===== src/rtl/arbitro_pkg.sv =====
// rtl/arbitro_pkg.sv - shared port indices, selector codes, header layout and helpers for the switch allocator
package arbitro_pkg;

    localparam int N_PORTS    = 5;

    localparam int P_CIMA     = 0;
    localparam int P_BAIXO    = 1;
    localparam int P_ESQUERDA = 2;
    localparam int P_DIREITA  = 3;
    localparam int P_CORE     = 4;

    localparam logic [2:0] SEL_CIMA     = 3'b000;
    localparam logic [2:0] SEL_BAIXO    = 3'b001;
    localparam logic [2:0] SEL_ESQUERDA = 3'b010;
    localparam logic [2:0] SEL_DIREITA  = 3'b011;
    localparam logic [2:0] SEL_CORE     = 3'b100;
    localparam logic [2:0] SEL_IDLE     = 3'b111;

    // Header layout, counted down from the flit MSB: dest X then dest Y.
    localparam int COORD_W            = 2;
    localparam int HDR_X_MSB_FROM_TOP = 0;
    localparam int HDR_Y_MSB_FROM_TOP = 2;
    localparam int HDR_BITS           = 2 * COORD_W;

    typedef enum logic {
        ST_ARB  = 1'b0,
        ST_XFER = 1'b1
    } out_state_e;

    // XY dimension-order routing: resolve X first, then Y, else deliver locally.
    function automatic logic [2:0] xy_route(
        input logic [COORD_W-1:0] dest_x,
        input logic [COORD_W-1:0] dest_y,
        input logic [COORD_W-1:0] pos_x,
        input logic [COORD_W-1:0] pos_y
    );
        if (dest_x > pos_x) begin
            return SEL_DIREITA;
        end else if (dest_x < pos_x) begin
            return SEL_ESQUERDA;
        end else if (dest_y > pos_y) begin
            return SEL_CIMA;
        end else if (dest_y < pos_y) begin
            return SEL_BAIXO;
        end else begin
            return SEL_CORE;
        end
    endfunction

    // (base + step) mod 5 for base, step in 0..4.
    function automatic logic [2:0] wrap5(input logic [2:0] base, input logic [2:0] step);
        logic [3:0] sum;
        sum = {1'b0, base} + {1'b0, step};
        if (sum >= 4'd5) begin
            sum = sum - 4'd5;
        end
        return sum[2:0];
    endfunction

    function automatic logic [2:0] onehot_idx(input logic [N_PORTS-1:0] oh);
        logic [2:0] idx;
        idx = '0;
        for (int k = 0; k < N_PORTS; k++) begin
            if (oh[k]) begin
                idx = 3'(k);
            end
        end
        return idx;
    endfunction

endpackage


===== src/rtl/arb_rr5.sv =====
// rtl/arb_rr5.sv - 5-way arbiter; search starts at ptr and wraps 4 -> 0, one-hot grant
module arb_rr5
    import arbitro_pkg::*;
(
    input  logic [N_PORTS-1:0] req,
    input  logic [2:0]         ptr,
    output logic [N_PORTS-1:0] gnt
);

    // With ptr tied to zero this is plain fixed priority, lowest index first.
    always_comb begin
        logic       found;
        logic [2:0] idx;
        gnt   = '0;
        found = 1'b0;
        idx   = '0;
        for (int k = 0; k < N_PORTS; k++) begin
            idx = wrap5(ptr, 3'(k));
            if (!found && req[idx]) begin
                gnt[idx] = 1'b1;
                found    = 1'b1;
            end
        end
    end

endmodule


===== src/rtl/arbitro_crossbar.sv =====
// rtl/arbitro_crossbar.sv - XY switch allocator for a 5x5 crossbar; ARB_ROUND_ROBIN_EN selects round-robin over fixed priority
module arbitro_crossbar
    import arbitro_pkg::*;
#(
    parameter int DATA_W = 14,
    parameter int POS_X  = 0,
    parameter int POS_Y  = 0
) (
    input  logic              clk,
    input  logic              rst,
    input  logic [4:0]        in_valid,
    input  logic [DATA_W-1:0] cima_in,
    input  logic [DATA_W-1:0] baixo_in,
    input  logic [DATA_W-1:0] esquerda_in,
    input  logic [DATA_W-1:0] direita_in,
    input  logic [DATA_W-1:0] core_in,
    input  logic [4:0]        out_ready,
    output logic [2:0]        sel_cima,
    output logic [2:0]        sel_baixo,
    output logic [2:0]        sel_esquerda,
    output logic [2:0]        sel_direita,
    output logic [2:0]        sel_core,
    output logic [4:0]        pop,
    output logic [4:0]        out_valid
);

    localparam logic [COORD_W-1:0] MY_X = COORD_W'(POS_X);
    localparam logic [COORD_W-1:0] MY_Y = COORD_W'(POS_Y);

    logic [DATA_W-1:0]  head      [N_PORTS];
    logic [2:0]         route     [N_PORTS];
    logic [N_PORTS-1:0] locked;
    logic [N_PORTS-1:0] req       [N_PORTS];
    logic [N_PORTS-1:0] gnt       [N_PORTS];
    logic [2:0]         arb_ptr   [N_PORTS];
    logic [2:0]         sel_vec   [N_PORTS];

    out_state_e         state_q   [N_PORTS];
    out_state_e         state_d   [N_PORTS];
    logic [2:0]         winner_q  [N_PORTS];
    logic [2:0]         winner_d  [N_PORTS];
`ifdef ARB_ROUND_ROBIN_EN
    logic [2:0]         ptr_q     [N_PORTS];
    logic [2:0]         ptr_d     [N_PORTS];
`endif

    // Only the header is inspected; the payload passes through the crossbar untouched.
    logic unused_payload;
    assign unused_payload = ^{cima_in[DATA_W-HDR_BITS-1:0], baixo_in[DATA_W-HDR_BITS-1:0],
                              esquerda_in[DATA_W-HDR_BITS-1:0], direita_in[DATA_W-HDR_BITS-1:0],
                              core_in[DATA_W-HDR_BITS-1:0]};

    always_comb begin
        head[P_CIMA]     = cima_in;
        head[P_BAIXO]    = baixo_in;
        head[P_ESQUERDA] = esquerda_in;
        head[P_DIREITA]  = direita_in;
        head[P_CORE]     = core_in;
    end

    always_comb begin
        for (int i = 0; i < N_PORTS; i++) begin
            route[i] = xy_route(head[i][DATA_W-1-HDR_X_MSB_FROM_TOP -: COORD_W],
                                head[i][DATA_W-1-HDR_Y_MSB_FROM_TOP -: COORD_W],
                                MY_X, MY_Y);
        end
    end

    // An input stays locked for as long as some output holds it as winner in XFER.
    always_comb begin
        locked = '0;
        for (int o = 0; o < N_PORTS; o++) begin
            if (state_q[o] == ST_XFER) begin
                locked[winner_q[o]] = 1'b1;
            end
        end
    end

    always_comb begin
        for (int o = 0; o < N_PORTS; o++) begin
            for (int i = 0; i < N_PORTS; i++) begin
                req[o][i] = in_valid[i] && !locked[i] && (route[i] == 3'(o));
            end
        end
    end

    for (genvar o = 0; o < N_PORTS; o++) begin : g_out
`ifdef ARB_ROUND_ROBIN_EN
        assign arb_ptr[o] = ptr_q[o];
`else
        assign arb_ptr[o] = 3'd0;
`endif
        arb_rr5 u_arb (
            .req (req[o]),
            .ptr (arb_ptr[o]),
            .gnt (gnt[o])
        );
    end

    always_comb begin
        for (int o = 0; o < N_PORTS; o++) begin
            state_d[o]  = state_q[o];
            winner_d[o] = winner_q[o];
`ifdef ARB_ROUND_ROBIN_EN
            ptr_d[o]    = ptr_q[o];
`endif
            case (state_q[o])
                ST_ARB: begin
                    if ((|gnt[o]) && out_ready[o]) begin
                        state_d[o]  = ST_XFER;
                        winner_d[o] = onehot_idx(gnt[o]);
`ifdef ARB_ROUND_ROBIN_EN
                        ptr_d[o]    = wrap5(onehot_idx(gnt[o]), 3'd1);
`endif
                    end
                end
                ST_XFER: begin
                    if (out_ready[o]) begin
                        state_d[o] = ST_ARB;
                    end
                end
                default: state_d[o] = ST_ARB;
            endcase
        end
    end

    always_ff @(posedge clk) begin
        for (int o = 0; o < N_PORTS; o++) begin
            if (rst) begin
                state_q[o]  <= ST_ARB;
                winner_q[o] <= '0;
`ifdef ARB_ROUND_ROBIN_EN
                ptr_q[o]    <= '0;
`endif
            end else begin
                state_q[o]  <= state_d[o];
                winner_q[o] <= winner_d[o];
`ifdef ARB_ROUND_ROBIN_EN
                ptr_q[o]    <= ptr_d[o];
`endif
            end
        end
    end

    // Selectors and valids decode straight from the grant flops; pop is suppressed
    // under reset so a dropped transfer leaves its flit in the FIFO.
    always_comb begin
        out_valid = '0;
        pop       = '0;
        for (int i = 0; i < N_PORTS; i++) begin
            sel_vec[i] = SEL_IDLE;
        end
        for (int o = 0; o < N_PORTS; o++) begin
            if (state_q[o] == ST_XFER) begin
                out_valid[o]         = 1'b1;
                sel_vec[winner_q[o]] = 3'(o);
                if (out_ready[o] && !rst) begin
                    pop[winner_q[o]] = 1'b1;
                end
            end
        end
    end

    assign sel_cima     = sel_vec[P_CIMA];
    assign sel_baixo    = sel_vec[P_BAIXO];
    assign sel_esquerda = sel_vec[P_ESQUERDA];
    assign sel_direita  = sel_vec[P_DIREITA];
    assign sel_core     = sel_vec[P_CORE];

endmodule


===== config.mk =====
export PLATFORM = sky130hd
export DESIGN_NAME = arbitro_crossbar
export DESIGN_NICKNAME = d
export VERILOG_FILES = /design/src/rtl/arbitro_pkg.sv /design/src/rtl/arb_rr5.sv /design/src/rtl/arbitro_crossbar.sv
export SDC_FILE = /design/constraint.sdc
export NUM_CORES = 1
export LEC_CHECK = 0
export CAP_MARGIN = 20
export CORE_ASPECT_RATIO = 0.75
export CORE_UTILIZATION = 23
export DETAILED_ROUTE_END_ITERATION = 6
export PLACE_DENSITY_LB_ADDON = 0.3
export SLEW_MARGIN = 20
export SYNTH_ARGS = -nofsm -noshare
export SYNTH_HDL_FRONTEND = slang
export SYNTH_HIERARCHICAL = 1
export SYNTH_SLANG_ARGS = --single-unit

===== constraint.sdc =====
create_clock -name clk -period 4.4 [get_ports clk]
set_clock_uncertainty 0.05 [all_clocks]
set_input_delay 0.66 -clock clk [delete_from_list [all_inputs] [get_ports clk]]
set_output_delay 0.66 -clock clk [all_outputs]
set_load 0.005 [all_outputs]

==> impl_results.md <==
* Status: completed
* Number of synthesized register bits at 20
* Leakage power at 3.894 nW
* Pin count of the biggest net entering global routing at 45
* Worst-margin pin slew at around 630 ps
* Seq pwr share at 14.3%
* Rows at 58
* Net Sw Frac at 49.57%
* Via count at about 8900
* CP bufs+invs at 1
* Clock Root Buffer: clkbuf_16
* Core area at between 0.03 and 0.04 mm2
* Area leader, netlist: ha_1
* Setup crit end kind: register
* CP arrival at 4110 ps
* Inserted Diodes at 0
* Final hold vios at 0
* Most frequent cell after synthesis: nor2_1
* H-tree levels at 1
* Combinational share of power at 75.2%
* TNS Setup at 0 ps
* Synthesized instance count at 1107
* Worst ir drop on vdd at around 0.16 mV
* Starting Density at 23.66%
* Cell Pwr Density at 181.6 mW/mm2
* Worst hold path class: register to register
* Longest Clk Path Bufs at 2
* CTS Sinks at 20
* Hold-fix buffers at CTS at 0
* Synth top area cells: ha_1, mux2i_1, a21oi_1
* Later-pin clock latency in the skew report at 250 ps
* IO buf count at 56
* Slowest cell on the critical path: or4_1
* CTS tree: yes
* Pwr Total at 1.770 mW
* Drt initial violations at 913
* Post-DR wirelength/cell at 14.78 um
* CTS buffer count at 3
* Post-synthesis sequential area ratio at about 5.0%
* Maximum clock rate at 249.6 MHz
* CP required at 4500 ps
* Worst-path clk slew at ~50 ps
* Postcts setup bufs at 0
* Die area at 0.03570 mm2
* Synth cell types at between 100 and 150
* Die X at 217.8 um
* Period utilization at 91.05%
* Worst-path fanout max at 6
* Post-synth EDFFs at 0
* Final WS setup at 393.6 ps
* Post-layout min period at 4006 ps
* DRC at 0
* Share of cells above drive strength 1 at 11.39%
* Final wirelength at 25.99 mm
* Synth top area share at 6.851%
* GR Overflow Total at 0
* Non-Filler Instances at between 1500 and 2000
* Placed Area at 0.009674 mm2
* Startpoint types: register
* Pre-CTS WS at 161.8 ps
* Mapped Area at approximately 0.0080 mm2
* Nets at 1441
* Dpl cells at 1755
* Sw Pwr at 0.8776 mW
* Dpl hpwl at 21.29 mm
* Crit path largest cell delay at 540 ps
* M1 WL at around 13 mm
* Internal power at 0.8928 mW
* Top FF cell, synth: dfxtp_1
* Pre-Repair DR Iteration Count at 5
* YS warnings at 6
* Post-CTS sizing at 0
* Layout Utilization at roughly 29%
* I/O pins at ~110
* Finish-stage setup viols at 0
* Total GRT Usage at roughly 14%
* Async SR Flop Fraction at 0%
* RePlAce Congestion at 0.9750
* Crit-path cells: and2b_4 > a22oi_2 > nand4b_1 > nor4b_2 > inv_1 > nor3_1 > o31ai_4 > a21oi_2 > a22oi_1 > or3_1 > or4_1 > o21ai_2 > nand3b_1 > o41ai_1
* Slew HR at 57.86%
* Area Overhead vs Synth at 21.33%
* Worst path top cell family by delay: simple AND/OR/NAND/NOR gates
* Final ANT Viol Nets at 0
* WS Path Type: register to register
* RSZ-0062 raised after global routing: false
* Max_cap viols at 0
* Syn avg cell area at ~7.3 um2
* First-pass GRT wire length at 41.68 mm
* Chip height at approximately 160 um
* Clk pwr share at 10.5%
* Metal3 WL at 1.837 mm
* Initial antenna violation count at 0
* Post-synth top cells: nor2_1, a21oi_1, nand2_1, inv_1, mux2i_1
* Vias in the first global route at 7871
* Highest Signal Layer: met4
* Vias per cell at about 5.0
* Final instance area at around 0.0097 mm2
* Hold slack final at 433.6 ps
* Final slew viol count at 0
* Met2 WL at 10.79 mm
==> routing by layer <==
layer  vias up  track usage (%)
met1      4067            21.21
met4         0            1.875
li1       4488                -
met5         -                0
met3        18            2.111
met2       300            21.70
==> cells by family after synthesis <==
kind of cell | count (synthesis) | synth area share (%)
and+or+nand+nor | 494 | 35.36
other | 1 | 0.04667
AOI/OAI and AO/OA | 378 | 36.56
adders and majority gates | 49 | 8.097
xor gates and xnor gates | 4 | 0.4360
DFF | 20 | 4.983
buffers and inverters | 103 | 6.244
muxes | 58 | 8.268
==> sequential cells by signal, indices dropped and copies added, names as in the netlist <==
signal,count
winner_q,15
state_q,5
==> power groups by stage <==
| stage | clock network (mW) | logic (mW) | registers (mW) |
|---|---|---|---|
| 6_report | 0.185 | 1.33 | 0.253 |
| 2_1_floorplan | 0 | 0.984 | 0.241 |
| 5_1_grt | 0.201 | 1.47 | 0.259 |
| 3_3_place_gp | 0 | 1.17 | 0.255 |
| 3_5_place_dp | 0 | 1.17 | 0.257 |
| 4_1_cts | 0.189 | 1.17 | 0.253 |
==> cell usage in the layout, fill, tap and decap left out, types with 34 or more instances in the layout <==
| master | instances |
|---|---|
| conb_1 | 167 |
| nor2_1 | 120 |
| a21oi_1 | 91 |
| nand2_1 | 85 |
| clkdlybuf4s50_1 | 56 |
| inv_1 | 48 |
| mux2i_1 | 48 |
| ha_1 | 44 |
| o21ai_0 | 42 |
| nand2b_1 | 34 |
==> final cells by class <==
type / count / area (um2)
timing repair buffer: 82 / 755.7
tap: 450 / 563.0
fill: 3769 / 24210
sequential: 20 / 400.4
clock buffer: 3 / 75.07
multi-input combinational: 1150 / 7756
inverter: 53 / 198.9
==> worst min-delay path: cells and delay by family, from the launching register on <==
family / cells / cell delay [ps]
compound gates: 1 / 50
flops: 1 / 330
simple gates: 1 / 60
==> worst paths after layout <==
| path | slack (ps) | to | startpoint | cells after the start |
|---|---|---|---|---|
| hold / removal | 430 | winner_q[3][0]$_SDFFE_PP0P_ | winner_q[3][0]$_SDFFE_PP0P_ | 2 |
| setup reg to reg | 390 | winner_q[4][0]$_SDFFE_PP0P_ | winner_q[3][0]$_SDFFE_PP0P_ | 14 |
| setup / recovery | 390 | winner_q[4][0]$_SDFFE_PP0P_ | winner_q[3][0]$_SDFFE_PP0P_ | 14 |
| hold reg to reg | 430 | winner_q[3][0]$_SDFFE_PP0P_ | winner_q[3][0]$_SDFFE_PP0P_ | 2 |
Power figures use the tool's default switching activity.
